File: config.mk
export PLATFORM = sky130hd
export DESIGN_NAME = cp0_ext
export DESIGN_NICKNAME = d
export VERILOG_FILES = /design/src/rtl/cp0_pkg.sv /design/src/rtl/cp0_timer.sv /design/src/rtl/cp0_ext.sv
export SDC_FILE = /design/constraint.sdc
export NUM_CORES = 1
export LEC_CHECK = 0
export ABC_AREA = 1
export CORE_ASPECT_RATIO = 1.4
export CORE_UTILIZATION = 40
export CTS_BUF_LIST = sky130_fd_sc_hd__clkbuf_4 sky130_fd_sc_hd__clkbuf_8
export DETAILED_ROUTE_END_ITERATION = 8
export PLACE_DENSITY = 0.73
export SLEW_MARGIN = 0
export SYNTH_ARGS = -nofsm -noshare
export SYNTH_HDL_FRONTEND = slang
export SYNTH_SLANG_ARGS = --single-unit
File: constraint.sdc
create_clock -name clk -period 2.4 [get_ports clk]
set_input_delay 0.72 -clock clk [delete_from_list [all_inputs] [get_ports clk]]
set_output_delay 0.72 -clock clk [all_outputs]
set_load 0.005 [all_outputs]
File: src/rtl/cp0_pkg.sv
// Shared constants for the coprocessor-0 block: register addresses,
// exception codes and SR/Cause field positions.
package cp0_pkg;

    localparam logic [4:0] ADDR_BADVADDR = 5'd8;
    localparam logic [4:0] ADDR_COUNT    = 5'd9;
    localparam logic [4:0] ADDR_COMPARE  = 5'd11;
    localparam logic [4:0] ADDR_SR       = 5'd12;
    localparam logic [4:0] ADDR_CAUSE    = 5'd13;
    localparam logic [4:0] ADDR_EPC      = 5'd14;
    localparam logic [4:0] ADDR_PRID     = 5'd15;

    typedef enum logic [4:0] {
        EXC_INT     = 5'd0,
        EXC_ADEL    = 5'd4,
        EXC_ADES    = 5'd5,
        EXC_SYSCALL = 5'd8,
        EXC_RI      = 5'd10,
        EXC_OV      = 5'd12
    } exc_code_e;

    localparam int SR_IE     = 0;
    localparam int SR_EXL    = 1;
    localparam int SR_IM_LO  = 8;
    localparam int IP_SW_LO  = 8;
    localparam int IP_HW_LO  = 10;
    localparam int EXC_LO    = 2;
    localparam int CAUSE_TI  = 30;
    localparam int CAUSE_BD  = 31;

endpackage

File: src/rtl/cp0_timer.sv
// Count/Compare timer: prescaled 32-bit Count, Compare register and the
// sticky TI flag raised one cycle after Count matches Compare.
module cp0_timer #(
    parameter int COUNT_DIV = 2
) (
    input  logic        clk,
    input  logic        reset_n,
    input  logic        wr_count,
    input  logic        wr_compare,
    input  logic [31:0] wdata,
    output logic [31:0] count,
    output logic [31:0] compare,
    output logic        ti
);

    localparam int PW = (COUNT_DIV > 1) ? $clog2(COUNT_DIV) : 1;

    logic [PW-1:0] presc_q, presc_d;
    logic [31:0]   count_q, count_d;
    logic [31:0]   compare_q, compare_d;
    logic          ti_q, ti_d;
    logic          wrap;

    assign wrap = (presc_q == PW'(COUNT_DIV - 1));

    always_comb begin
        presc_d   = wrap ? '0 : presc_q + 1'b1;
        count_d   = count_q + 32'(wrap);
        compare_d = compare_q;
        ti_d      = ti_q | (count_q == compare_q);
        // A software load of Count restarts the prescale period.
        if (wr_count) begin
            count_d = wdata;
            presc_d = '0;
        end
        if (wr_compare) begin
            compare_d = wdata;
            ti_d      = 1'b0;
        end
    end

    always_ff @(posedge clk or negedge reset_n) begin
        if (!reset_n) begin
            presc_q   <= '0;
            count_q   <= '0;
            compare_q <= '0;
            ti_q      <= 1'b0;
        end else begin
            presc_q   <= presc_d;
            count_q   <= count_d;
            compare_q <= compare_d;
            ti_q      <= ti_d;
        end
    end

    assign count   = count_q;
    assign compare = compare_q;
    assign ti      = ti_q;

endmodule

File: src/rtl/cp0_ext.sv
// Coprocessor 0 beside the M stage: SR/Cause/EPC/BadVAddr/PRId, interrupt and
// exception arbitration into Req. Define CP0_TIMER_EN to build the Count/Compare timer.
module cp0_ext
    import cp0_pkg::*;
#(
    parameter int          NUM_HWINT  = 6,
    parameter int          TIMER_LINE = 5,
    parameter int          COUNT_DIV  = 2,
    parameter logic [31:0] PRID_VAL   = 32'h0000_4220
) (
    input  logic                 clk,
    input  logic                 reset_n,
    input  logic                 en,
    input  logic [4:0]           CP0addr,
    input  logic [31:0]          CP0in,
    input  logic [31:0]          VPC,
    input  logic                 BDin,
    input  logic [4:0]           ExcCodeIn,
    input  logic [31:0]          BadVAddrIn,
    input  logic [NUM_HWINT-1:0] HWInt,
    input  logic                 EXLclr,
    output logic [31:0]          CP0out,
    output logic [31:0]          EPCout,
    output logic                 Req,
    output logic                 TimerIrq
);

    logic [7:0]  sr_im_q, sr_im_d;
    logic        sr_exl_q, sr_exl_d;
    logic        sr_ie_q, sr_ie_d;
    logic        bd_q, bd_d;
    logic [4:0]  exc_q, exc_d;
    logic [1:0]  ipsw_q, ipsw_d;
    logic [5:0]  iphw_q;
    logic [31:0] epc_q, epc_d;
    logic [31:0] badva_q, badva_d;

    logic [31:0] tmr_count, tmr_compare;
    logic        ti;
    logic [5:0]  hw_ext, hw_pend;
    logic        int_req, exc_req;

`ifdef CP0_TIMER_EN
    cp0_timer #(.COUNT_DIV(COUNT_DIV)) u_timer (
        .clk        (clk),
        .reset_n    (reset_n),
        .wr_count   (en && (CP0addr == ADDR_COUNT)),
        .wr_compare (en && (CP0addr == ADDR_COMPARE)),
        .wdata      (CP0in),
        .count      (tmr_count),
        .compare    (tmr_compare),
        .ti         (ti)
    );
`else
    logic [31:0] unused_count_div;
    assign unused_count_div = COUNT_DIV;
    assign tmr_count   = '0;
    assign tmr_compare = '0;
    assign ti          = 1'b0;
`endif

    always_comb begin
        hw_ext                 = '0;
        hw_ext[NUM_HWINT-1:0]  = HWInt;
        hw_pend                = hw_ext | (6'(ti) << TIMER_LINE);
    end

    // Live HWInt feeds arbitration directly; Cause.IP only shows it a cycle later.
    assign int_req  = (|({hw_pend, ipsw_q} & sr_im_q)) & sr_ie_q & ~sr_exl_q;
    assign exc_req  = (ExcCodeIn != EXC_INT) & ~sr_exl_q;
    assign Req      = (int_req | exc_req) & ~EXLclr & reset_n;
    assign EPCout   = epc_q;
    assign TimerIrq = ti;

    always_comb begin
        sr_im_d  = sr_im_q;
        sr_exl_d = sr_exl_q;
        sr_ie_d  = sr_ie_q;
        bd_d     = bd_q;
        exc_d    = exc_q;
        ipsw_d   = ipsw_q;
        epc_d    = epc_q;
        badva_d  = badva_q;
        if (en) begin
            case (CP0addr)
                ADDR_SR: begin
                    sr_im_d  = CP0in[SR_IM_LO +: 8];
                    sr_exl_d = CP0in[SR_EXL];
                    sr_ie_d  = CP0in[SR_IE];
                end
                ADDR_CAUSE: ipsw_d = CP0in[IP_SW_LO +: 2];
                ADDR_EPC:   epc_d  = CP0in;
                default:    ;
            endcase
        end
        if (Req) begin
            sr_exl_d = 1'b1;
            bd_d     = BDin;
            exc_d    = int_req ? EXC_INT : ExcCodeIn;
            epc_d    = BDin ? VPC - 32'd4 : VPC;
            if (!int_req && (ExcCodeIn == EXC_ADEL || ExcCodeIn == EXC_ADES))
                badva_d = BadVAddrIn;
        end
        if (EXLclr)
            sr_exl_d = 1'b0;
    end

    always_ff @(posedge clk or negedge reset_n) begin
        if (!reset_n) begin
            sr_im_q  <= '0;
            sr_exl_q <= 1'b0;
            sr_ie_q  <= 1'b0;
            bd_q     <= 1'b0;
            exc_q    <= '0;
            ipsw_q   <= '0;
            iphw_q   <= '0;
            epc_q    <= '0;
            badva_q  <= '0;
        end else begin
            sr_im_q  <= sr_im_d;
            sr_exl_q <= sr_exl_d;
            sr_ie_q  <= sr_ie_d;
            bd_q     <= bd_d;
            exc_q    <= exc_d;
            ipsw_q   <= ipsw_d;
            iphw_q   <= hw_ext;
            epc_q    <= epc_d;
            badva_q  <= badva_d;
        end
    end

    // mfc0 returns pre-write state; a same-cycle mtc0 is not forwarded.
    always_comb begin
        CP0out = '0;
        case (CP0addr)
            ADDR_BADVADDR: CP0out = badva_q;
            ADDR_COUNT:    CP0out = tmr_count;
            ADDR_COMPARE:  CP0out = tmr_compare;
            ADDR_SR: begin
                CP0out[SR_IM_LO +: 8] = sr_im_q;
                CP0out[SR_EXL]        = sr_exl_q;
                CP0out[SR_IE]         = sr_ie_q;
            end
            ADDR_CAUSE: begin
                CP0out[CAUSE_BD]      = bd_q;
                CP0out[CAUSE_TI]      = ti;
                CP0out[IP_HW_LO +: 6] = iphw_q;
                CP0out[IP_SW_LO +: 2] = ipsw_q;
                CP0out[EXC_LO +: 5]   = exc_q;
            end
            ADDR_EPC:      CP0out = epc_q;
            ADDR_PRID:     CP0out = PRID_VAL;
            default:       ;
        endcase
    end

endmodule

==> results of run 1 <==
## Yosys cell counts (all sizes together)
library cell / n
nand3: 29
clkbuf: 4
o2111ai: 1
nand3b: 4
nand4: 14
o21bai: 2
nor3: 3
dfrtp: 88
ha: 1
nor2: 62
a22o: 16
a22oi: 9
xor2: 13
or2: 1
mux2: 1
nand2: 310
buf: 24
a21oi: 3
inv: 83
o21ai: 69
nor4: 2
xnor2: 3
conb: 1
## flip-flops by register name (all words and copies together) (netlist names)
name,flops
exc_q,5
badva_q,32
sr_ie_q,1
iphw_q,6
EPCout,32
sr_exl_q,1
sr_im_q,8
ipsw_q,2
bd_q,1
## power by group
group | switching [mW] | internal, mW
Sequential | 0.314 | 1.77
Clock | 0.548 | 0.535
Combinational | 0.546 | 0.685
Total | 1.41 | 2.99
## metrics by stage
step	total power [mW]	cells	hold slack, ns	setup TNS (ns)
global route	4.63	1167	0.330	-7.75
finish	4.40	1167	0.327	-6.28
detailed placement	3.25	1125	0.475	-44.53
CTS	4.37	1164	0.316	-6.24
global placement	3.23	1125	0.471	-41.57
floorplan	2.46	743	0.424	0
## critical path, stage by stage
cell and delay, ns:
buf_8 0.10, nor2_4 0.09, inv_2 0.05, nor4_4 0.19, buf_4 0.17, buf_12 0.14, buf_8 0.11, buf_6 0.12
a22o_1 0.13, buf_2 0.11
## layout by cell type, fill, tap and decap left out, types with 10 or more instances in the layout
master and count:
a22o_1 16, buf_4 75, nand2_2 18, o21ai_0 32, dfrtp_1 88, clkdlybuf4s50_1 131
inv_1 76, nand3_1 25, clkbuf_8 10, buf_2 38, nand2_4 10, nor2_1 56
nand2_1 281, nand4_1 13, buf_6 13, xor2_1 13, o21ai_1 36, buf_12 14
## cell families after synthesis
| family | after synthesis | share of synthesized area (%) |
|---|---|---|
| mux | 1 | 0.214 |
| buf+inv | 111 | 9.30 |
| fa+ha+maj | 1 | 0.238 |
| simple gates | 425 | 34.4 |
| xor+xnor | 16 | 2.66 |
| flops | 88 | 41.9 |
| compound gates | 100 | 11.3 |
| other cells | 1 | 0.0713 |
## worst max-delay path by stage
stage / slack [ns] / endpoint / cells past startpoint
2_1_floorplan: 0.02 / CP0out[1] / 8
3_3_place_gp: -0.85 / CP0out[11] / 7
3_5_place_dp: -0.88 / CP0out[13] / 9
4_1_cts: -0.25 / CP0out[17] / 10
5_1_grt: -0.29 / CP0out[20] / 10
6_report: -0.26 / CP0out[17] / 10
## final cells by class
| class | instances | area, sq um | share of cell area (%) |
|---|---|---|---|
| multi-input cells | 544 | 2760 | 33.1 |
| repair buffers | 283 | 2660 | 31.9 |
| flip-flops and latches | 88 | 2200 | 26.4 |
| inverters | 83 | 322 | 3.86 |
| well taps | 153 | 191 | 2.30 |
| clock buffers | 12 | 153 | 1.83 |
| clock inverters | 4 | 53.8 | 0.645 |
## layer usage
| layer | wire [um] | GRT usage, % |
|---|---|---|
| met1 | 7590 | 33.7 |
| met3 | 923 | 4.62 |
| met2 | 9820 | 50.2 |
| met5 | 0 | 0 |
| met4 | 835 | 14.3 |
## repair_timing
| item | 4_1_cts | 5_1_grt |
|---|---|---|
| resized for setup | 235 | 20 |
| pin swaps | 37 | 19 |
| hold buffers | 0 | 0 |
| setup buffers | 20 | 3 |
| cloned | 3 | 0 |
| endpoints found under the setup margin | 61 | 33 |
==> flow_summary.ini, run 1 <==
[yosys]
yosys.cell_types.count = 37
synth_warnings = 0
synth_seq_cells = 88
ys_seq_area_share_pct = 41.9
avgSynthCellArea_sq_um = 7.08
synth_cells = 743
synth_area_sq_mm = 0.00526
synth_top_area_share_pct = 41.9
synth_area_leaders = dfrtp_1 42%, nand2_1 21%, inv_1 5.6%
synth_top_area_cell = dfrtp_1
syn_nets = 861

[route]
wl_um = 19200
drt-vias-per-instance = 4.97
detail-route-antenna-nets = 0
drt-pass1-iter-count = 5
drc_errors = 0
num_vias = 5797
avgRoutedWirePerCell_um = 16.4
drtIter0Drc = 306

[cells_and_area]
final_nets = 1127
final_util_pct = 65.1
areaGrowthSynthToFinish_pct = 58.5
stdcell_area_sq_mm = 0.00834
n_antenna_cell = 0
drive_gt1_share_pct = 22.2
fillers = 1105

[global_route]
grt_pass1_wl_um = 29100
overflow = 0
grt_max_degree = 73
grt_antenna_before_repair = 0
grt_pass1_vias = 5628
grt_usage_pct = 28.5

[run]
cap_viol_max_count = 0

[critical_path]
critPathCaptureType = primary output
arrival_ns = 1.94
worstSetupPathType = in -> out
worstPathRequired_ns = 1.68
cp-startpoint = CP0addr[0]
critPathMaxFanout = 5
start_kind = input port
reg2reg_slack_ns = 0.27
worst-r2r-cell-count = 12
r2r-start = sr_im_q[2]$_DFFE_PN0P_
r2r-end = EPCout[3]$_DFFE_PN0P_

[outcome]
status = finished, violations left
violations = negative setup slack

[place]
placed_cell_area_sq_mm = 0.00773
portBuffers = 181
place.gp.congestion = 0.948
place_ws_ns = -0.879
dp_hpwl_um = 14100

[sta]
setup-violations-final = 32
clock_skew_ns = 0.0146
fmax_mhz = 376
worstMarginPinSlew_ns = 0.915
finalHoldViolations = 0
slew_headroom_pct = 39.0
post-route-min-period_ns = 2.66
fin_ws_ns = -0.260
slew_violations = 0
rsz0062_at_grt = true
period_share_pct = 111

[die]
fp.dieH_um = 138
die-area_sq_mm = 0.0136
start_util_pct = 41.0
coreArea_sq_mm = 0.0128
ios = 183
dieWidth_um = 98.9
num_rows = 49

[cts]
cts_tree = done
root_buffer = clkbuf_8
ctsLongestPathBuffers = 2
clkTransAtPathRegs_ns = 0.09
htreeDepth = 3
cts_sinks = 88
clock_latency_ns = 0.37
cts_buffers = 9

[pwr]
irDropWorstVdd_uv = 275
p_per_area_mw_per_mm2 = 528
p_leak_nw = 4.28

[min_path]
worstHoldPathType = in -> async
Note: power is estimated with default switching activity, not from simulation.
==> run 2, diff against run 1 <==
REMOVE_ABC_BUFFERS = 1   (was unset)
TNS_END_PERCENT = 1   (was unset)
==> flow_summary.ini, run 2 (synthesis results as in run 1) <==
[pwr]
p_comb_share_pct = 28.3
switching_power_mw = 1.27
p_leak_nw = 4.05
switching_share_pct = 30.5
p_per_area_mw_per_mm2 = 516
total_power_mw = 4.15
irDropWorstVdd_uv = 342
p_seq_share_pct = 48.1
internal_power_mw = 2.89
power_frac_clock_pct = 23.6

[cells_and_area]
fillers = 1181
mostFrequentLayoutCells = 290 x nand2_1, 132 x clkdlybuf4s50_1, 88 x dfrtp_1
areaGrowthSynthToFinish_pct = 53.2
final_nets = 1109
final_common_cell = nand2_1
drive_gt1_share_pct = 18.1

[min_path]
worstHoldPathType = reg -> reg
hold_depth = 2
hold_end = badva_q[8]$_DFFE_PN0P_
hold_start = badva_q[8]$_DFFE_PN0P_

[run]
cap_viol_max_count = 0

[sta]
setup-violations-final = 33
clock_skew_ns = 0.0110
slew_headroom_pct = 51.2
period_share_pct = 110
worstMarginPinSlew_ns = 0.732
slew_violations = 0
rsz0062_at_grt = true
fin_hold_ws_ns = 0.494
fmax_mhz = 378
fin_ws_ns = -0.243
post-route-min-period_ns = 2.64
finalHoldViolations = 0

[route]
drt-pass1-iter-count = 4
drt-vias-per-instance = 4.86
num_vias = 5581
drc_errors = 0
avgRoutedWirePerCell_um = 15.1
wl_um = 17300
detail-route-antenna-nets = 0
drtIter0Drc = 260

[cts]
cts_buffers = 9
htreeDepth = 3
ctsHoldBuffers = 0
clock_latency_ns = 0.37
cts_sinks = 88
clkTransAtPathRegs_ns = 0.08
cts_tree = done
ctsLongestPathBuffers = 2
root_buffer = clkbuf_8

[global_route]
grt_pass1_vias = 5389
grt_max_degree = 58
grt_antenna_before_repair = 0
grt_usage_pct = 26.1
overflow = 0
grt_pass1_wl_um = 27000

[die]
ios = 183
fp.dieH_um = 138
coreArea_sq_mm = 0.0128
num_rows = 49
start_util_pct = 41.0
die-area_sq_mm = 0.0136
dieWidth_um = 98.9

[critical_path]
reg2reg_slack_ns = 0.47
critPathCaptureType = primary output
arrival_ns = 1.92
worst-r2r-cell-count = 12
worstSetupPathType = in -> out
critPathMaxFanout = 6
r2r-end = EPCout[28]$_DFFE_PN0P_
worstPathRequired_ns = 1.68
r2r-start = sr_im_q[1]$_DFFE_PN0P_
start_kind = input port

[place]
place.gp.congestion = 0.896
dp_hpwl_um = 12500
portBuffers = 181

[outcome]
violations = negative setup slack
status = finished, violations left
==> run 2: changes by cell type in the layout (fill, tap and decap cells not counted), moves of 7 or more <==
cell	previous run	this run
a22oi_1	0	8
a22oi_2	9	1
buf_2	38	24
buf_4	75	60
clkdlybuf4s15_2	0	7
nand2_1	281	290
==> run 2: how the worst max path moves through the flow <==
stage | from | endpoint | slack (ns) | cells past startpoint
after detailed placement | CP0addr[2] | CP0out[10] | -0.88 | 9
after global routing | CP0addr[1] | CP0out[31] | -0.27 | 10
final | CP0addr[1] | CP0out[6] | -0.24 | 8
after global placement | CP0addr[3] | CP0out[11] | -0.83 | 7
after floorplan | CP0addr[1] | CP0out[1] | -0.77 | 5
after CTS | CP0addr[0] | CP0out[30] | -0.28 | 10
==> run 2: critical path: stages <==
cell and delay, ns:
buf_8 0.10, buf_4 0.12, buf_4 0.12, nor3_2 0.27, buf_4 0.22, a22oi_1 0.10
nand2_1 0.06, clkdlybuf4s15_2 0.20
==> run 2: area by class of cell <==
| cell class | count | area, sq um | area share, % |
|---|---|---|---|
| Antenna cell | 1 | 2.50 | 0.0311 |
| Clock buffer | 13 | 166 | 2.07 |
| Tap cell | 153 | 191 | 2.38 |
| Timing Repair Buffer | 265 | 2530 | 31.5 |
| Clock inverter | 2 | 15.0 | 0.186 |
| Multi-Input combinational cell | 544 | 2630 | 32.6 |
| Inverter | 83 | 319 | 3.96 |
| Sequential cell | 88 | 2200 | 27.3 |
==> run 2: power by group through the flow <==
| stage | registers (mW) | logic (mW) | clock network [mW] |
|---|---|---|---|
| 3_3_place_gp | 2.02 | 1.13 | 0 |
| 6_report | 2.00 | 1.18 | 0.979 |
| 5_1_grt | 2.04 | 1.31 | 1.06 |
| 4_1_cts | 2.00 | 1.17 | 1.02 |
| 3_5_place_dp | 2.02 | 1.15 | 0 |
| 2_1_floorplan | 1.97 | 0.459 | 0 |
==> run 2: repair_timing <==
item,CTS,global route
pin swaps,15,11
gates cloned,3,0
setup buffers,20,2
endpoints found under the setup margin,61,62
endpoints found under the hold margin,0,0
gates resized for setup,171,26
==> run 2: routing by layer <==
metal | wire length (um) | vias up | track usage [%]
met1 | 7260 | 2557 | 31.3
met2 | 8650 | 151 | 45.3
met5 | 0 | - | 0
met4 | 686 | 0 | 11.8
met3 | 740 | 41 | 4.77
li1 | - | 2832 | -
==> run 2: through the flow <==
step,worst slack (ns),instances,TNS [ns],utilization [%],area (sq um)
2_1_floorplan,-0.774,715,-24.28,-,5090
3_3_place_gp,-0.834,1109,-38.33,59.6,7630
3_5_place_dp,-0.884,1109,-41.79,59.6,7630
4_1_cts,-0.279,1147,-6.93,62.5,8010
5_1_grt,-0.271,1148,-6.16,62.8,8050
6_report,-0.243,1149,-4.42,62.9,8060
==> RTL change, RTL diff (config.mk and constraints of run 1) <==
Change the parameter `PRID_VAL` from 32'h0000_4220 to 32'h00004000.
--- a/src/rtl/cp0_ext.sv
+++ b/src/rtl/cp0_ext.sv
@@ -6,7 +6,7 @@
     parameter int          NUM_HWINT  = 6,
     parameter int          TIMER_LINE = 5,
     parameter int          COUNT_DIV  = 2,
-    parameter logic [31:0] PRID_VAL   = 32'h0000_4220
+    parameter logic [31:0] PRID_VAL   = 32'h00004000
 ) (
     input  logic                 clk,
     input  logic                 reset_n,
Function: changed (Yosys sat finds a counterexample within 4 cycles, from zero or initial values and one cycle with reset_n low).
==> RTL change against run 1 <==
The run still ends with negative setup slack left. Total power fell by 7.3%. Routed wire length fell by 8.6%. Synthesized area fell by 4.2%. Worst setup slack improved by 190 ps. Sequential cell count did not move. Sequential share of layout area rose by 1.8 points. Critical path depth fell by 1. Clock skew fell by 5.1 ps. Final area fell by 6.4%.
==> RTL change: results (changes against run 1) <==
Post-Synthesis Cells - 711 (was 743)
Post_cts resized - 228 (was 235)
Synth cell count leaders - nand2_1, dfrtp_1, inv_1, nor2_1, o21ai_0 (was nand2_1, dfrtp_1, inv_1, nor2_1, o21ai_1)
Setup TNS - -420 ps (was -6280 ps)
Largest net degree at the start of global routing - 61 (was 73)
Critical path fanouts, max - 7 (was 5)
Comb pwr share - 28.1% (was 28.0%)
Inverters - 77 (was 83)
GR Layer Usage met3 - 3.78% (was 4.62%)
Pre-CTS setup slack - -895 ps (was -879 ps)
Finished Layout Cells - 1114 (was 1167)
Setup slack after layout - -72.0 ps (was -260 ps)
WL met2 - 8.82 mm (was 9.82 mm)
Failing checks - negative setup slack (unchanged)
DP HPWL - 13.2 mm (was 14.1 mm)
CP peak stage delay - 150 ps (was 190 ps)
CP arrival - 1750 ps (was 1940 ps)
Register area share after synthesis - 43.7% (was 41.9%)
Detailed Route WL - 17.5 mm (was 19.2 mm)
Status - finished with violations (unchanged)
Synth Area in Compound Gates - 13.1% (was 11.3%)
Gpl congestion - 0.882 (was 0.948)
Layout clock area frac - 2.07% (was 2.48%)
Non-clock buffering overhead - 30.6% (was 31.9%)
Adder-Cell Fraction of Synth Area - 0.248% (was 0.238%)
Final Setup Violations - 12 (was 32)
Met1 Use GR - 33.1% (was 33.7%)
Measured slew at the worst slew-check pin - 769 ps (was 915 ps)
Setup Fix Bufs, Post-CTS - 10 (was 20)
Internal power - 2770 µW (was 2990 µW)
Post-synthesis cell area - 5040 µm² (was 5260 µm²)
Vias in the first global route - 5376 (was 5628)
Top cells by area, synth - dfrtp_1, nand2_1, inv_1 (unchanged)
First-pass GRT wire length - 27.4 mm (was 29.1 mm)
# fillers - 1108 (was 1105)
VDD IR max - 0.000254 V (was 0.000275 V)
Sequential share of cell area - 28.2% (was 26.4%)
Repair and plain buffers - 265 (was 283)
Met1 wire length - 6.99 mm (was 7.59 mm)
==> RTL change: cell types whose count changed in the layout (fill, tap and decap cells not counted), sizes merged, moves of 3 or more <==
cell	run 1	this run
a22oi	9	0
nand4	14	10
inv	83	76
xor2	13	10
buf	145	122
clkinv	1	4
o211ai	0	8
a21oi	3	10
dlygate4sd2	3	9
nor2	62	66
o21ai	69	75
xnor2	3	7
nand2	310	274
==> RTL change: path summary, 6_finish.rpt <==
check	depth (start not counted)	to	slack (ps)	startpoint
max	9	CP0out[10]	-70	CP0addr[0]
min	2	badva_q[20]	410	reset_n
max reg2reg	11	badva_q[0]	470	sr_im_q[7]
min reg2reg	2	badva_q[25]	500	badva_q[25]
max in group asynchronous	3	badva_q[9]	900	reset_n
min in group clk	2	badva_q[25]	500	badva_q[25]
==> RTL change: logic make-up (layout without fill, tap and decap cells) <==
logic type	after synthesis	count (layout)
simple gates	385	385
compound gates	112	112
buf+inv	104	357
flops	88	88
xor+xnor	17	17
mux	3	3
fa+ha+maj	1	1
other cells	1	1
